## config.mk

```make
export PLATFORM = sky130hd
export DESIGN_NAME = count_display
export DESIGN_NICKNAME = d
export VERILOG_FILES = /design/src/rtl/count_display_pkg.sv /design/src/rtl/count_display_seg7_decode.sv /design/src/rtl/count_display.sv
export SDC_FILE = /design/constraint.sdc
export NUM_CORES = 1
export LEC_CHECK = 0
export CAP_MARGIN = 20
export CORE_AREA = 2 2 56 71
export DETAILED_ROUTE_END_ITERATION = 8
export DIE_AREA = 0 0 58 73
export GPL_ROUTABILITY_DRIVEN = 0
export PLACE_DENSITY = 0.7
export SYNTH_ARGS = -nofsm -noshare
export SYNTH_HDL_FRONTEND = slang
export SYNTH_HIERARCHICAL = 1
export SYNTH_SLANG_ARGS = --single-unit
```

## constraint.sdc

```tcl
create_clock -name mclk -period 5 [get_ports mclk]
set_input_delay 1.5 -clock mclk [delete_from_list [all_inputs] [get_ports mclk]]
set_output_delay 1.5 -clock mclk [all_outputs]
set_load 0.005 [all_outputs]
```

## src/rtl/count_display_pkg.sv

```systemverilog
// count_display_pkg
// Shared definitions for the two-digit multiplexed count display:
//   - scan_state_t : the four scan phases of one display frame
//   - MAX_COUNT    : largest legal upstream count; anything above shows dashes
//   - SEG_*        : active-low segment patterns {g,f,e,d,c,b,a}
//   - digit_seg()  : BCD digit to segment pattern (non-digits map to blank)
package count_display_pkg;

  typedef enum logic [1:0] {
    UNITS = 2'd0,
    GAP_U = 2'd1,
    TENS  = 2'd2,
    GAP_T = 2'd3
  } scan_state_t;

  localparam logic [4:0] MAX_COUNT = 5'd19;

  localparam logic [6:0] SEG_BLANK = 7'b1111111;
  localparam logic [6:0] SEG_DASH  = 7'b0111111;
  localparam logic [6:0] SEG_0     = 7'b1000000;
  localparam logic [6:0] SEG_1     = 7'b1111001;
  localparam logic [6:0] SEG_2     = 7'b0100100;
  localparam logic [6:0] SEG_3     = 7'b0110000;
  localparam logic [6:0] SEG_4     = 7'b0011001;
  localparam logic [6:0] SEG_5     = 7'b0010010;
  localparam logic [6:0] SEG_6     = 7'b0000010;
  localparam logic [6:0] SEG_7     = 7'b1111000;
  localparam logic [6:0] SEG_8     = 7'b0000000;
  localparam logic [6:0] SEG_9     = 7'b0010000;

  function automatic logic [6:0] digit_seg(input logic [3:0] d);
    logic [6:0] s;
    case (d)
      4'd0:    s = SEG_0;
      4'd1:    s = SEG_1;
      4'd2:    s = SEG_2;
      4'd3:    s = SEG_3;
      4'd4:    s = SEG_4;
      4'd5:    s = SEG_5;
      4'd6:    s = SEG_6;
      4'd7:    s = SEG_7;
      4'd8:    s = SEG_8;
      4'd9:    s = SEG_9;
      default: s = SEG_BLANK;
    endcase
    return s;
  endfunction

endpackage

```

## src/rtl/count_display_seg7_decode.sv

```systemverilog
// seg7_decode
// Combinational segment lookup.
//   code  [3:0] in  : BCD digit to show
//   dash        in  : show a dash instead of the digit
//   blank       in  : show nothing (wins over dash and code)
//   seg   [6:0] out : active-low segments {g,f,e,d,c,b,a}
module seg7_decode
  import count_display_pkg::*;
(
  input  logic [3:0] code,
  input  logic       dash,
  input  logic       blank,
  output logic [6:0] seg
);

  always_comb begin
    if (blank) begin
      seg = SEG_BLANK;
    end else if (dash) begin
      seg = SEG_DASH;
    end else begin
      seg = digit_seg(code);
    end
  end

endmodule

```

## src/rtl/count_display.sv

```systemverilog
// count_display
// Two-digit time-multiplexed 7-segment driver for a mod-20 counter.
// A frame is UNITS (SCAN_DIV cycles), GAP_U (1), TENS (SCAN_DIV), GAP_T (1).
// The count and direction are sampled once per frame in GAP_T so a frame
// never shows a half-updated value.
//   mclk        in  : clock, rising edge
//   reset       in  : synchronous, active-high
//   value [4:0] in  : count 0..19 (20..31 displays dashes)
//   dir         in  : 1 = counting down (lights the units decimal point)
//   seg   [6:0] out : active-low segments {g,f,e,d,c,b,a}, registered
//   an    [1:0] out : active-low digit enables, an[0]=units, an[1]=tens
//   dp          out : active-low units decimal point, registered
module count_display
  import count_display_pkg::*;
#(
  parameter int SCAN_DIV = 50000,
  parameter bit BLANK_LZ = 1'b1
) (
  input  logic       mclk,
  input  logic       reset,
  input  logic [4:0] value,
  input  logic       dir,
  output logic [6:0] seg,
  output logic [1:0] an,
  output logic       dp
);

  localparam int              PW         = (SCAN_DIV > 2) ? $clog2(SCAN_DIV) : 1;
  localparam logic [PW-1:0]   PRESC_LAST = PW'(SCAN_DIV - 1);

  scan_state_t   state_q, state_d;
  logic [PW-1:0] presc_q, presc_d;
  logic [4:0]    snap_value_q, snap_value_d;
  logic          snap_dir_q, snap_dir_d;
  logic [6:0]    seg_q, seg_d;
  logic [1:0]    an_q, an_d;
  logic          dp_q, dp_d;

  // State register and registered outputs
  always_ff @(posedge mclk) begin
    if (reset) begin
      state_q      <= UNITS;
      presc_q      <= '0;
      snap_value_q <= '0;
      snap_dir_q   <= 1'b0;
      seg_q        <= SEG_BLANK;
      an_q         <= 2'b11;
      dp_q         <= 1'b1;
    end else begin
      state_q      <= state_d;
      presc_q      <= presc_d;
      snap_value_q <= snap_value_d;
      snap_dir_q   <= snap_dir_d;
      seg_q        <= seg_d;
      an_q         <= an_d;
      dp_q         <= dp_d;
    end
  end

  // Next-state: prescaler paces the lit states, gaps last one cycle,
  // and the snapshot is taken only in GAP_T.
  always_comb begin
    state_d      = state_q;
    presc_d      = presc_q + 1'b1;
    snap_value_d = snap_value_q;
    snap_dir_d   = snap_dir_q;
    case (state_q)
      UNITS: begin
        if (presc_q == PRESC_LAST) begin
          state_d = GAP_U;
          presc_d = '0;
        end
      end
      GAP_U: begin
        state_d = TENS;
        presc_d = '0;
      end
      TENS: begin
        if (presc_q == PRESC_LAST) begin
          state_d = GAP_T;
          presc_d = '0;
        end
      end
      default: begin
        state_d      = UNITS;
        presc_d      = '0;
        snap_value_d = value;
        snap_dir_d   = dir;
      end
    endcase
  end

  // Digit split of the snapshot
  logic       snap_dash;
  logic       snap_tens;
  logic [3:0] units_code;
  logic       tens_blank;

  assign snap_dash  = (snap_value_q > MAX_COUNT);
  assign snap_tens  = (snap_value_q >= 5'd10);
  assign units_code = snap_tens ? 4'(snap_value_q - 5'd10) : snap_value_q[3:0];
  // Dashes are always shown on both digits, so blanking never applies to them
  assign tens_blank = BLANK_LZ && !snap_tens && !snap_dash;

  logic [3:0] dec_code;
  logic       dec_blank;
  logic [6:0] dec_seg;

  seg7_decode u_seg7_decode (
    .code  (dec_code),
    .dash  (snap_dash),
    .blank (dec_blank),
    .seg   (dec_seg)
  );

  // Output decode from the current state; registered above, hence the
  // one-cycle latency. At most one anode is ever driven low.
  always_comb begin
    dec_code  = units_code;
    dec_blank = 1'b1;
    an_d      = 2'b11;
    dp_d      = 1'b1;
    case (state_q)
      UNITS: begin
        dec_blank = 1'b0;
        an_d      = 2'b10;
        dp_d      = snap_dash ? 1'b1 : ~snap_dir_q;
      end
      TENS: begin
        dec_code  = {3'b000, snap_tens};
        dec_blank = tens_blank;
        an_d      = tens_blank ? 2'b11 : 2'b01;
      end
      default: begin
        dec_blank = 1'b1;
      end
    endcase
    seg_d = dec_seg;
  end

  assign seg = seg_q;
  assign an  = an_q;
  assign dp  = dp_q;

endmodule
```

==> impl_metrics.env <==
export IMPL_power_leakage_nw=0.7969
export IMPL_vdd_ir_drop_max_uv=185.2
export IMPL_die_width_um=58
export IMPL_ios=18
export IMPL_grt_antenna_before_repair=0
export IMPL_netlist_area_leader_share_pct=39.25
export IMPL_ant_nets=0
export IMPL_vias_per_cell=5.199
export IMPL_rsz0062_at_grt="no"
export IMPL_slew_headroom_pct=62.14
export IMPL_fp_dieH_um=73
export IMPL_synth_seq_area_share_pct=39.25
export IMPL_fin_util_pct=54.52
export IMPL_critPathMaxStageDelay_ns=0.82
export IMPL_crit_type="in -> reg"
export IMPL_cts_resized=0
export IMPL_r2r_slack_ns=2.65
export IMPL_start_util_pct=47.79
export IMPL_dpl_hpwl_um=2340
export IMPL_maxCapViolCount=0
export IMPL_path_clk_slew_ns=0.07
export IMPL_critPathRequiredTime_ns=5.16
export IMPL_ys_warnings_count=6
export IMPL_finalSetupTns_ns=0
export IMPL_hold_viol=0
export IMPL_synthesis_area_mm2=0.001734
export IMPL_grt_ovfl_total=0
export IMPL_max_freq_ghz=0.3558
export IMPL_crit_chain="clkdlybuf4s50_1, nor2_1, nand2_1, nor2_1"
export IMPL_period_needed_ns=2.810
export IMPL_synth_most_common_cell="dfxtp_1"
export IMPL_synth_nets=205
export IMPL_worst_slew_pin_slew_ns=0.5678
export IMPL_cp_slowest_cell="clkdlybuf4s50_1"
export IMPL_ys_ff_latch=34
export IMPL_wl_per_cell_um=12.55
export IMPL_wl_um=3024
export IMPL_fin_ws_ns=2.190
export IMPL_drc=0
export IMPL_io_buffers=17
export IMPL_htreeDepth=2
export IMPL_syn_to_final_growth_pct=14.07
export IMPL_drive_above_1_share_pct=13.43
export IMPL_finalSetupViolCount=0
export IMPL_fillCellCount=336
export IMPL_firstDrtPassIters=4
export IMPL_slew_violations=0
export IMPL_ys_types=42
export IMPL_hold_class="reg -> reg"
export IMPL_cts_made_buffers=5
export IMPL_fin_crit_sh_pct=56.20
export IMPL_cts_tree="built"
export IMPL_async_flop_share_pct=0
export IMPL_dieArea_mm2=0.004234
export IMPL_crit_fanout=19
export IMPL_cts_sinks=34
export IMPL_diodes=0
export IMPL_synth_avg_cell_area_um2=9.374
export IMPL_p_per_area_mw_per_mm2=255.2
export IMPL_clock_latency_ns=0.28
export IMPL_rows=25
export IMPL_worstPathArrival_ns=2.97
export IMPL_clk_path_buf_depth=2
export IMPL_synth_common_cells="dfxtp_1, nor2_1, xor2_1"
export IMPL_cts_root_buf="clkbuf_8"
export IMPL_power_uw=504.7
export IMPL_vias=1253
export IMPL_grt_pass1_wl_um=5161
export IMPL_place_ws_ns=1.850
export IMPL_synthFlopType="dfxtp_1"
export IMPL_post_cts_setup_buffers=0
export IMPL_hold_buffers=0
export IMPL_start_kind="input port"
export IMPL_nets=220
export IMPL_syn_inst=185
export IMPL_drt_iter0_drc=48
export IMPL_clock_skew_ns=0.006121
export IMPL_grt_usage_pct=15.87
export IMPL_synth_edf_count=0
export IMPL_status="finished clean"
export IMPL_crit_path_end_kind="flop"
export IMPL_cpMostUsedCell="nor2_1"
export IMPL_ys_top_cells_by_area="dfxtp_1, ha_1, nor2_1, xor2_1, mux2i_1"
export IMPL_core_region_area_mm2=0.003628
export IMPL_grt_max_degree=20
export IMPL_grt_pass1_vias=1195
export IMPL_synth_largest_area_cell="dfxtp_1"
-- where the power goes --
| part | internal (mW) | switching (mW) |
|---|---|---|
| clock | 0.111 | 0.0933 |
| combinational | 0.0136 | 0.00797 |
| sequential | 0.276 | 0.00287 |
| total | 0.401 | 0.104 |
-- worst paths after layout --
| kind | startpoint | end | cells past startpoint |
|---|---|---|---|
| max | reset | presc_q[15] | 4 |
| min | snap_dir_q | dp | 2 |
| max reg2reg | snap_value_q[2] | seg[6] | 10 |
| min reg2reg | snap_dir_q | dp | 2 |
-- state kept, by name, indices dropped and copies added, names as in the netlist --
name and count:
an 2, dp 1, presc_q 16, seg 7, snap_dir_q 1, snap_value_q 5
state_q 2
-- layout make-up --
class | count | area (µm²) | area share [%]
inverters | 6 | 22.52 | 1.139
multi-input cells | 136 | 963.4 | 48.70
well taps | 40 | 50.05 | 2.530
clock inverters | 1 | 5.005 | 0.2530
repair buffers | 17 | 170.2 | 8.602
flip-flops and latches | 34 | 680.7 | 34.41
clock buffers | 7 | 86.33 | 4.364
-- per-layer routing --
layer  part of all wire [%]  global-route usage [%]
met2                     55                   28.03
met3                    2.6                   4.787
met1                     41                   17.27
met5                      0                       0
met4                    1.9                   6.977
-- critical path: cells and delay by family --
kind                   cells  cell delay, ns
and+or+nand+nor            3            0.63
buffers and inverters      1            0.82
-- stage by stage --
stage	hold slack [ns]	cell area [µm²]	std cells
global placement	0.4400	1887	233
finish	0.4578	1978	241
floorplan	0.4261	1734	185
global route	0.4908	1978	241
detailed placement	0.4487	1887	233
CTS	0.4611	1978	241
-- cell families after synthesis --
family	share of synthesized area, %
compound gates	8.152
flops	39.25
buf+inv	5.194
mux	6.494
fa+ha+maj	8.658
xor+xnor	7.576
simple gates	24.67
-- cell usage in the layout, fill, tap and decap left out, drive strengths merged, types with 6 or more instances in the layout --
cell and n:
dfxtp 34, nor2 31, clkdlybuf4s50 17, xor2 13, ha 12, nand2 9, mux2i 9, o21ai 8
or2 7, clkbuf 7, nand3 6, inv 6
Note: power is estimated with default switching activity, not from simulation.
